### src/rtl/store_buffer.sv
// -----------------------------------------------------------------------------
// store_buffer
//
// In-order store buffer (memory order buffer) for the LSU.
// - Dispatch allocates one entry per store at the tail.
// - The LSU writeback fills in the address and data of an entry and marks it
//   resolved.
// - ROB commit advances the commit pointer.
// - Committed, resolved entries drain to data memory from the head, in
//   program order.
// - Loads query the buffer combinationally for store-to-load forwarding.
// - A mispredict discards every uncommitted entry.
//
// Ports
//   clk_i, reset_n_i          clock (rising edge), async active-low reset
//   alloc_v_i                 allocate one store entry
//   alloc_ready_o             buffer not full
//   alloc_sb_num_o            current tail index
//   lsu_sb_v_i/_dest_i        store writeback valid / target entry
//   lsu_sb_addr_i/_data_i     resolved store address / data
//   ld_bypass_addr_i          load address under query
//   ld_bypass_sb_num_i        tail index captured when the load dispatched
//   ld_bypass_valid_o/_value_o forwarding hit / forwarded data
//   commit_v_i                retire the oldest uncommitted store
//   mispredict_i              flush all uncommitted entries
//   mem_wr_v_o/_addr_o/_data_o memory write request
//   mem_wr_ready_i            memory accepts the write this cycle
//   sb_count_o                occupancy (tail - head)
// -----------------------------------------------------------------------------
module store_buffer #(
   parameter int WORD_SIZE_P = 16,
   parameter int SB_ENTRY    = 8,
   localparam int IDX_W      = $clog2(SB_ENTRY),
   localparam int PTR_W      = IDX_W + 1
) (
   input  logic                   clk_i,
   input  logic                   reset_n_i,
   input  logic                   alloc_v_i,
   output logic                   alloc_ready_o,
   output logic [IDX_W-1:0]       alloc_sb_num_o,
   input  logic                   lsu_sb_v_i,
   input  logic [IDX_W-1:0]       lsu_sb_dest_i,
   input  logic [WORD_SIZE_P-1:0] lsu_sb_addr_i,
   input  logic [WORD_SIZE_P-1:0] lsu_sb_data_i,
   input  logic [WORD_SIZE_P-1:0] ld_bypass_addr_i,
   input  logic [IDX_W-1:0]       ld_bypass_sb_num_i,
   output logic                   ld_bypass_valid_o,
   output logic [WORD_SIZE_P-1:0] ld_bypass_value_o,
   input  logic                   commit_v_i,
   input  logic                   mispredict_i,
   output logic                   mem_wr_v_o,
   output logic [WORD_SIZE_P-1:0] mem_wr_addr_o,
   output logic [WORD_SIZE_P-1:0] mem_wr_data_o,
   input  logic                   mem_wr_ready_i,
   output logic [PTR_W-1:0]       sb_count_o
);

   localparam logic [PTR_W-1:0]       PTR_ZERO  = {PTR_W{1'b0}};
   localparam logic [PTR_W-1:0]       PTR_ONE   = {{(PTR_W-1){1'b0}}, 1'b1};
   localparam logic [PTR_W-1:0]       PTR_FULL  = PTR_W'(SB_ENTRY);
   localparam logic [WORD_SIZE_P-1:0] WORD_ZERO = {WORD_SIZE_P{1'b0}};

   // Pointers carry one extra wrap bit so that full and empty can be told apart.
   logic [PTR_W-1:0]       head_r;
   logic [PTR_W-1:0]       cmt_r;
   logic [PTR_W-1:0]       tail_r;
   logic [SB_ENTRY-1:0]    resolved_r;
   logic [WORD_SIZE_P-1:0] addr_r [SB_ENTRY];
   logic [WORD_SIZE_P-1:0] data_r [SB_ENTRY];

   logic [IDX_W-1:0]       head_idx_s;
   logic [IDX_W-1:0]       tail_idx_s;
   logic [PTR_W-1:0]       count_s;
   logic                   full_s;
   logic                   alloc_fire_s;
   logic                   wb_fire_s;
   logic                   commit_fire_s;
   logic                   drain_v_s;
   logic                   drain_fire_s;
   logic [PTR_W-1:0]       cmt_nxt_s;
   logic [PTR_W-1:0]       tail_nxt_s;
   logic [IDX_W-1:0]       byp_len_s;
   logic                   byp_valid_s;
   logic [WORD_SIZE_P-1:0] byp_value_s;

   assign head_idx_s = head_r[IDX_W-1:0];
   assign tail_idx_s = tail_r[IDX_W-1:0];
   assign count_s    = tail_r - head_r;
   // Fullness is taken from registered state only.
   // A drain in the same cycle does not free a slot for an alloc in that cycle.
   assign full_s     = (count_s == PTR_FULL);

   // A mispredict squashes any same-cycle alloc or writeback.
   assign alloc_fire_s  = alloc_v_i && !full_s && !mispredict_i;
   assign wb_fire_s     = lsu_sb_v_i && !mispredict_i;
   assign commit_fire_s = commit_v_i && (cmt_r != tail_r);
   assign drain_v_s     = (head_r != cmt_r) && resolved_r[head_idx_s];
   assign drain_fire_s  = drain_v_s && mem_wr_ready_i;

   // Next commit pointer, and next tail including the mispredict rollback.
   always_comb begin
      cmt_nxt_s  = cmt_r;
      tail_nxt_s = tail_r;
      if (commit_fire_s) begin
         cmt_nxt_s = cmt_r + PTR_ONE;
      end else begin
         cmt_nxt_s = cmt_r;
      end
      if (mispredict_i) begin
         tail_nxt_s = cmt_nxt_s;
      end else if (alloc_fire_s) begin
         tail_nxt_s = tail_r + PTR_ONE;
      end else begin
         tail_nxt_s = tail_r;
      end
   end

   // Pointer state: head advances on each accepted memory write.
   always_ff @(posedge clk_i or negedge reset_n_i) begin
      if (!reset_n_i) begin
         head_r <= PTR_ZERO;
         cmt_r  <= PTR_ZERO;
         tail_r <= PTR_ZERO;
      end else begin
         head_r <= drain_fire_s ? (head_r + PTR_ONE) : head_r;
         cmt_r  <= cmt_nxt_s;
         tail_r <= tail_nxt_s;
      end
   end

   // Entry storage: alloc clears resolved, writeback fills the entry and sets it.
   always_ff @(posedge clk_i or negedge reset_n_i) begin
      if (!reset_n_i) begin
         resolved_r <= {SB_ENTRY{1'b0}};
         for (int i = 0; i < SB_ENTRY; i++) begin
            addr_r[i] <= WORD_ZERO;
            data_r[i] <= WORD_ZERO;
         end
      end else begin
         for (int i = 0; i < SB_ENTRY; i++) begin
            if (wb_fire_s && (lsu_sb_dest_i == IDX_W'(i))) begin
               resolved_r[i] <= 1'b1;
               addr_r[i]     <= lsu_sb_addr_i;
               data_r[i]     <= lsu_sb_data_i;
            end else if (alloc_fire_s && (tail_idx_s == IDX_W'(i))) begin
               resolved_r[i] <= 1'b0;
            end
         end
      end
   end

   // The search window holds the stores older than the load.
   // The window wraps modulo SB_ENTRY and is empty when sb_num equals head.
   assign byp_len_s = ld_bypass_sb_num_i - head_idx_s;

   // Forwarding search: scan from oldest to youngest, so the last hit wins.
   always_comb begin
      byp_valid_s = 1'b0;
      byp_value_s = WORD_ZERO;
      for (int i = 0; i < SB_ENTRY; i++) begin
         if ((IDX_W'(i) < byp_len_s) &&
             resolved_r[head_idx_s + IDX_W'(i)] &&
             (addr_r[head_idx_s + IDX_W'(i)] == ld_bypass_addr_i)) begin
            byp_valid_s = 1'b1;
            byp_value_s = data_r[head_idx_s + IDX_W'(i)];
         end else begin
            byp_valid_s = byp_valid_s;
            byp_value_s = byp_value_s;
         end
      end
   end

   assign alloc_ready_o     = !full_s;
   assign alloc_sb_num_o    = tail_idx_s;
   assign sb_count_o        = count_s;
   assign ld_bypass_valid_o = byp_valid_s;
   assign ld_bypass_value_o = byp_value_s;
   assign mem_wr_v_o        = drain_v_s;
   // Address and data read as zero whenever no write is being requested.
   assign mem_wr_addr_o     = drain_v_s ? addr_r[head_idx_s] : WORD_ZERO;
   assign mem_wr_data_o     = drain_v_s ? data_r[head_idx_s] : WORD_ZERO;

endmodule

### config.mk
export PLATFORM = sky130hd
export DESIGN_NAME = store_buffer
export DESIGN_NICKNAME = d
export VERILOG_FILES = /design/src/rtl/store_buffer.sv
export SDC_FILE = /design/constraint.sdc
export NUM_CORES = 1
export LEC_CHECK = 0
export ABC_CLOCK_PERIOD_IN_PS = 18020
export CAP_MARGIN = 5
export CORE_MARGIN = 5
export CORE_UTILIZATION = 55
export CTS_BUF_LIST = sky130_fd_sc_hd__clkbuf_8
export CTS_CLUSTER_DIAMETER = 150
export CTS_CLUSTER_SIZE = 30
export DETAILED_ROUTE_END_ITERATION = 16
export GPL_TIMING_DRIVEN = 0
export PLACE_DENSITY = 0.74
export SLEW_MARGIN = 20
export SYNTH_ARGS = -nofsm -noshare
export SYNTH_HDL_FRONTEND = slang
export SYNTH_SLANG_ARGS = --single-unit
### constraint.sdc
create_clock -name clk_i -period 18.02 [get_ports clk_i]
set_clock_uncertainty 0.2 [all_clocks]
set_input_delay 2.703 -clock clk_i [delete_from_list [all_inputs] [get_ports clk_i]]
set_output_delay 2.703 -clock clk_i [all_outputs]
set_load 0.01 [all_outputs]
==> results of run 1 <==
==> cell usage in the layout (no fill, tap or decap), types with 7 or more instances in the layout <==
| cell type | instances |
|---|---|
| sky130_fd_sc_hd__buf_4 | 15 |
| sky130_fd_sc_hd__nand4_1 | 20 |
| sky130_fd_sc_hd__nor3_1 | 18 |
| sky130_fd_sc_hd__buf_2 | 54 |
| sky130_fd_sc_hd__a21boi_0 | 9 |
| sky130_fd_sc_hd__and3_1 | 20 |
| sky130_fd_sc_hd__inv_1 | 17 |
| sky130_fd_sc_hd__buf_6 | 19 |
| sky130_fd_sc_hd__mux2_2 | 290 |
| sky130_fd_sc_hd__a21o_1 | 8 |
| sky130_fd_sc_hd__clkdlybuf4s50_1 | 99 |
| sky130_fd_sc_hd__a2bb2oi_2 | 7 |
| sky130_fd_sc_hd__o21a_1 | 14 |
| sky130_fd_sc_hd__o21ai_1 | 22 |
| sky130_fd_sc_hd__o21ai_0 | 20 |
| sky130_fd_sc_hd__nand3_1 | 45 |
| sky130_fd_sc_hd__nand2_1 | 233 |
| sky130_fd_sc_hd__clkbuf_1 | 64 |
| sky130_fd_sc_hd__mux4_2 | 225 |
| sky130_fd_sc_hd__buf_1 | 24 |
| sky130_fd_sc_hd__ha_1 | 14 |
| sky130_fd_sc_hd__nor2_1 | 73 |
| sky130_fd_sc_hd__xnor2_1 | 93 |
| sky130_fd_sc_hd__dfrtp_1 | 276 |
| sky130_fd_sc_hd__nor4_1 | 7 |
| sky130_fd_sc_hd__a221oi_1 | 24 |
| sky130_fd_sc_hd__mux2i_1 | 172 |
| sky130_fd_sc_hd__xor2_1 | 59 |
| sky130_fd_sc_hd__o22ai_1 | 46 |
| sky130_fd_sc_hd__a21oi_1 | 60 |
| sky130_fd_sc_hd__clkbuf_8 | 14 |
| sky130_fd_sc_hd__a22oi_1 | 17 |
==> report_power, final <==
group | total [mW] | internal, mW | switching (mW)
logic | 4.55 | 1.89 | 2.65
clock network | 0.292 | 0.0746 | 0.218
registers | 1.02 | 0.774 | 0.247
total | 5.86 | 2.74 | 3.12
==> routing by layer <==
layer | up-vias | routed length (um)
met3 | 508 | 11100
met2 | 1813 | 45000
met1 | 10300 | 35700
met5 | - | 0
li1 | 8160 | -
met4 | 0 | 9140
==> registers in the layout, summed over array words and instances, names as in the netlist <==
signal and flops:
addr_r 128, cmt_r 4, data_r 128, head_r 4, resolved_r 8, tail_r 4
==> worst max-delay path by stage <==
stage	start	endpoint	slack, ps	cells after the start
6_report	head_r[1]$_DFFE_PN0P_	ld_bypass_value_o[1]	5870	20
5_1_grt	head_r[1]$_DFFE_PN0P_	ld_bypass_value_o[1]	5730	20
4_1_cts	head_r[0]$_DFFE_PN0P_	ld_bypass_value_o[1]	5860	21
3_5_place_dp	head_r[0]$_DFFE_PN0P_	ld_bypass_value_o[1]	6540	21
3_3_place_gp	reset_n_i	addr_r[109]$_DFFE_PN0P_	2590	1
2_1_floorplan	ld_bypass_sb_num_i[0]	ld_bypass_value_o[10]	9490	15
==> through the flow <==
step / setup slack (ps) / hold slack [ps] / power [mW] / instances / instance area, um^2
after floorplan: 9490 / 302 / 3.89 / 2080 / 23800
after global placement: 2590 / 334 / 5.35 / 2765 / 25500
after detailed placement: 6540 / 345 / 5.40 / 2769 / 25700
after CTS: 5860 / 371 / 5.70 / 2785 / 25900
after global routing: 5730 / 405 / 6.02 / 2785 / 25900
final: 5870 / 375 / 5.86 / 2786 / 25900
==> cells by family after synthesis <==
family	after synthesis	synth area share, %
compound gates	275	8.14
fa+ha+maj	16	0.904
xor+xnor	154	5.77
flops	276	29.0
simple gates	459	8.88
mux	693	42.7
buf+inv	207	4.57
==> synthesized netlist by cell type, types with 17 or more instances <==
cell type	count	share of area (%)
sky130_fd_sc_hd__mux2_2	290	14
sky130_fd_sc_hd__buf_6	18	0.85
sky130_fd_sc_hd__a21oi_1	60	1.3
sky130_fd_sc_hd__xor2_1	59	2.2
sky130_fd_sc_hd__nand3_1	45	0.95
sky130_fd_sc_hd__inv_1	17	0.27
sky130_fd_sc_hd__nor3_1	18	0.38
sky130_fd_sc_hd__buf_2	49	1.0
sky130_fd_sc_hd__buf_1	30	0.47
sky130_fd_sc_hd__o21ai_1	22	0.46
sky130_fd_sc_hd__o21ai_0	20	0.42
sky130_fd_sc_hd__o22ai_1	46	1.2
sky130_fd_sc_hd__clkbuf_1	69	1.1
sky130_fd_sc_hd__xnor2_1	93	3.4
sky130_fd_sc_hd__mux2i_1	172	7.2
sky130_fd_sc_hd__nor2_1	74	1.2
sky130_fd_sc_hd__and3_1	20	0.53
sky130_fd_sc_hd__mux4_2	225	21
sky130_fd_sc_hd__a221oi_1	24	0.88
sky130_fd_sc_hd__nand4_1	20	0.53
sky130_fd_sc_hd__nand2_1	233	3.7
sky130_fd_sc_hd__dfrtp_1	276	29
sky130_fd_sc_hd__a22oi_1	17	0.54
==> final cells by class <==
| type | count | area, um^2 |
|---|---|---|
| multi-input combinational | 1597 | 15800 |
| antenna | 1 | 2.50 |
| sequential | 276 | 6910 |
| timing repair buffer | 104 | 1100 |
| buffer | 186 | 1020 |
| clock inverter | 2 | 27.5 |
| fill | 3534 | 17100 |
| tap | 585 | 732 |
| inverter | 21 | 81.3 |
| clock buffer | 14 | 193 |
==> worst max-delay path: cells and delay by family (launching register included) <==
kind            cells  cell delay (ps)
compound gates      4              680
xor+xnor            1              350
fa+ha+maj           1              250
buf+inv            11             4900
flops               1              580
mux                 1              580
simple gates        2             1260
==> results.env, run 1 <==
ROOT_BUFFER='sky130_fd_sc_hd__clkbuf_8'
CRIT_PATH_MAX_INCR_DELAY_PS=950
DIE_W_UM=218
CLOCK_SINK_COUNT=276
POSTSYNTH.TOPFLOPCELL='sky130_fd_sc_hd__dfrtp_1'
WORST_EP_ARRIVAL_TIME_PS=9250
TNS_PS=0
GRT_USE_MET2_PCT=65.4
GRT_PASS1_WL_MM=145
WORSTREG2REGEND='head_r[1]$_DFFE_PN0P_'
FINAL_CORE_UTIL_PCT=60.2
FP.DIEAREA_UM2=47600
TIMING.HOLD.WORST.START='head_r[3]$_DFFE_PN0P_'
WORST-ENDPOINT-REQUIRED_PS=15120
ROW_COUNT=76
DESIGN.CORE.AREA_UM2=43000
CRITICAL_PATH.MOST_COMMON_CELL='sky130_fd_sc_hd__buf_6'
RUN_STATUS='finished, final reports clean'
CRITICAL_PATH.MAX_FANOUT=12
SETUP_SLACK_ON_THE_WORST_FLOP_TO_FLOP_PATH_PS=11890
MIN_PATH_CELLS=1
PORT-BUFFER-COUNT=100
INSERTION_DELAY_OF_THE_LATER_CLOCKED_PIN_IN_THE_WORST_SKEW_PAIR_PS=620
TIMING.MAX_CAP.VIOLATIONS=0
SYNTH_CELLS=2080
TRITONCTS='built'
FINAL_HOLD_VIOL_COUNT=0
GRT_MAX_DEGREE=83
P_PER_AREA_nW_PER_UM2=226
MAPPEDNETLISTNETS=2157
GLOBALROUTEMET3UTIL_PCT=9.98
TIMING_WORST_SLEW_PIN_VALUE_PS=1240
SLEW-LIMIT-HEADROOM_PCT=17.1
CRITICAL_PATH.STARTPOINT_TYPE='register'
LAYOUT_WORST_PATH_CYCLE_SHARE_PCT=67.4
SYNTHTOLAYOUTAREAGROWTH_PCT=8.74
DRT_ITER0_DRC=3195
ROUTED_WIRE_LENGTH_PER_INSTANCE_UM=36.2
DETAIL_ROUTE.VIAS_PER_CELL=7.45
YS_WARN_COUNT=0
RSZ0062_AT_GRT='false'
OVERALL_ROUTED_NET_LENGTH_MM=101
VIAS_IN_THE_FIRST_GLOBAL_ROUTE=20700
START_UTIL_PCT=55.4
POST_ROUTE_CELLS_DRIVE_ABOVE_1_SHARE_PCT=30.8
ANTENNA_VIOLATIONS_BEFORE_REPAIR=0
CTS_BUFFERS=13
YS_ASYNC_SR_FRACTION_PCT=100
SYN-MEAN-INSTANCE-AREA_UM2=11.4
SYNTH_ENABLE_FLOP_CELLS=0
DRTANTENNAVIOLNETS=0
POSTCTSSETUPBUFFERS=0
TOP_USAGE_LAYER='met2'
CRIT_PATH_CELL_TRACE='inv_2 -> clkbuf_1 -> buf_1 -> clkbuf_1 -> ha_1 -> buf_6 -> buf_6 -> buf_6 -> buf_4 -> buf_2 -> mux4_2 -> xnor2_1 -> a21oi_1 -> nor4_1 -> nand3_2 -> buf_6 -> a21oi_1 -> o21ai_1 -> a2bb2oi_1 -> clkdlybuf4s50_1'
CLKTRANSATPATHREGS_PS=180
YS_FF_LATCH=276
LOGIC_DEPTH_OF_THE_WORST_REGISTER_TO_REGISTER_PATH=13
IR_DROP_mV=0.106
HOLD-PATH-ENDPOINT='head_r[3]$_DFFE_PN0P_'
FINAL_HPWL_FROM_DETAILED_PLACEMENT_MM=73.2
REG2REG_FROM='head_r[1]$_DFFE_PN0P_'
GRT.OVERFLOW.TOTAL=0
LAYOUT.NETS=2276
DETAILROUTE.VIA_COUNT=20800
YS_SEQ_AREA_SHARE_PCT=29.0
IO_PINS=119
FP.DIEH_UM=218
CRITPATHCAPTURETYPE='output port'
MAX_FREQ_MHz=82.3
HOLD_BUFFERS_POST_CTS=0
GROUTE.USAGE.OVERALL_PCT=41.8
POWER.STATIC_LEAKAGE_nW=10.3
HTREE_NUM_LEVELS=1
LAYOUT_MIN_CYCLE_TIME_PS=12150
SYNTHESIS.AREA_UM2=23800
FINALSETUPVIOLCOUNT=0
DR.PASS1.ITERS=8
TIMING.CRITICAL_PATH.SLOWEST_STAGE_CELL='sky130_fd_sc_hd__nor4_1'
MIN_PATH_TYPE='reg -> reg'
CLOCK_TREE.BUFFER_DEPTH=3
DRV_SLEW=0
GRTUSAGEMET1_PCT=51.8
GLOBALPLACE.CONGESTION=1.07
CTS-RESIZED-GATES=0
YOSYSUNIQUECELLTYPES=78
WORST_SETUP_PATH_TYPE='reg -> out'
DRC=0
(Power assumes the default switching activity.)
==> run 2, diff against run 1 <==
ABC_CLOCK_PERIOD_IN_PS = 12160   (was 18020)
clock period = 12.16 ns   (was 18.02 ns; I/O delays follow)
==> results of run 2 <==
Same layout as run 1 (identical final DEF). Status: finished, final reports clean.
Among the figures that moved: setup slack after placement 6540 ps -> 1560 ps; setup slack after layout 5870 ps -> 886 ps; register-to-register setup slack 11890 ps -> 6030 ps; total power 5.86 mW -> 8.68 mW; worst IR drop on VDD 0.106 mV -> 0.158 mV
==> run 3, diff against run 2 <==
CAP_MARGIN = unset   (was 5)
==> results of run 3 <==
Same layout as run 1 (identical final DEF). Status: finished, final reports clean.
Among the figures that moved: setup slack after placement 6540 ps -> 1560 ps; setup slack after layout 5870 ps -> 886 ps; register-to-register setup slack 11890 ps -> 6030 ps; total power 5.86 mW -> 8.68 mW; worst IR drop on VDD 0.106 mV -> 0.158 mV
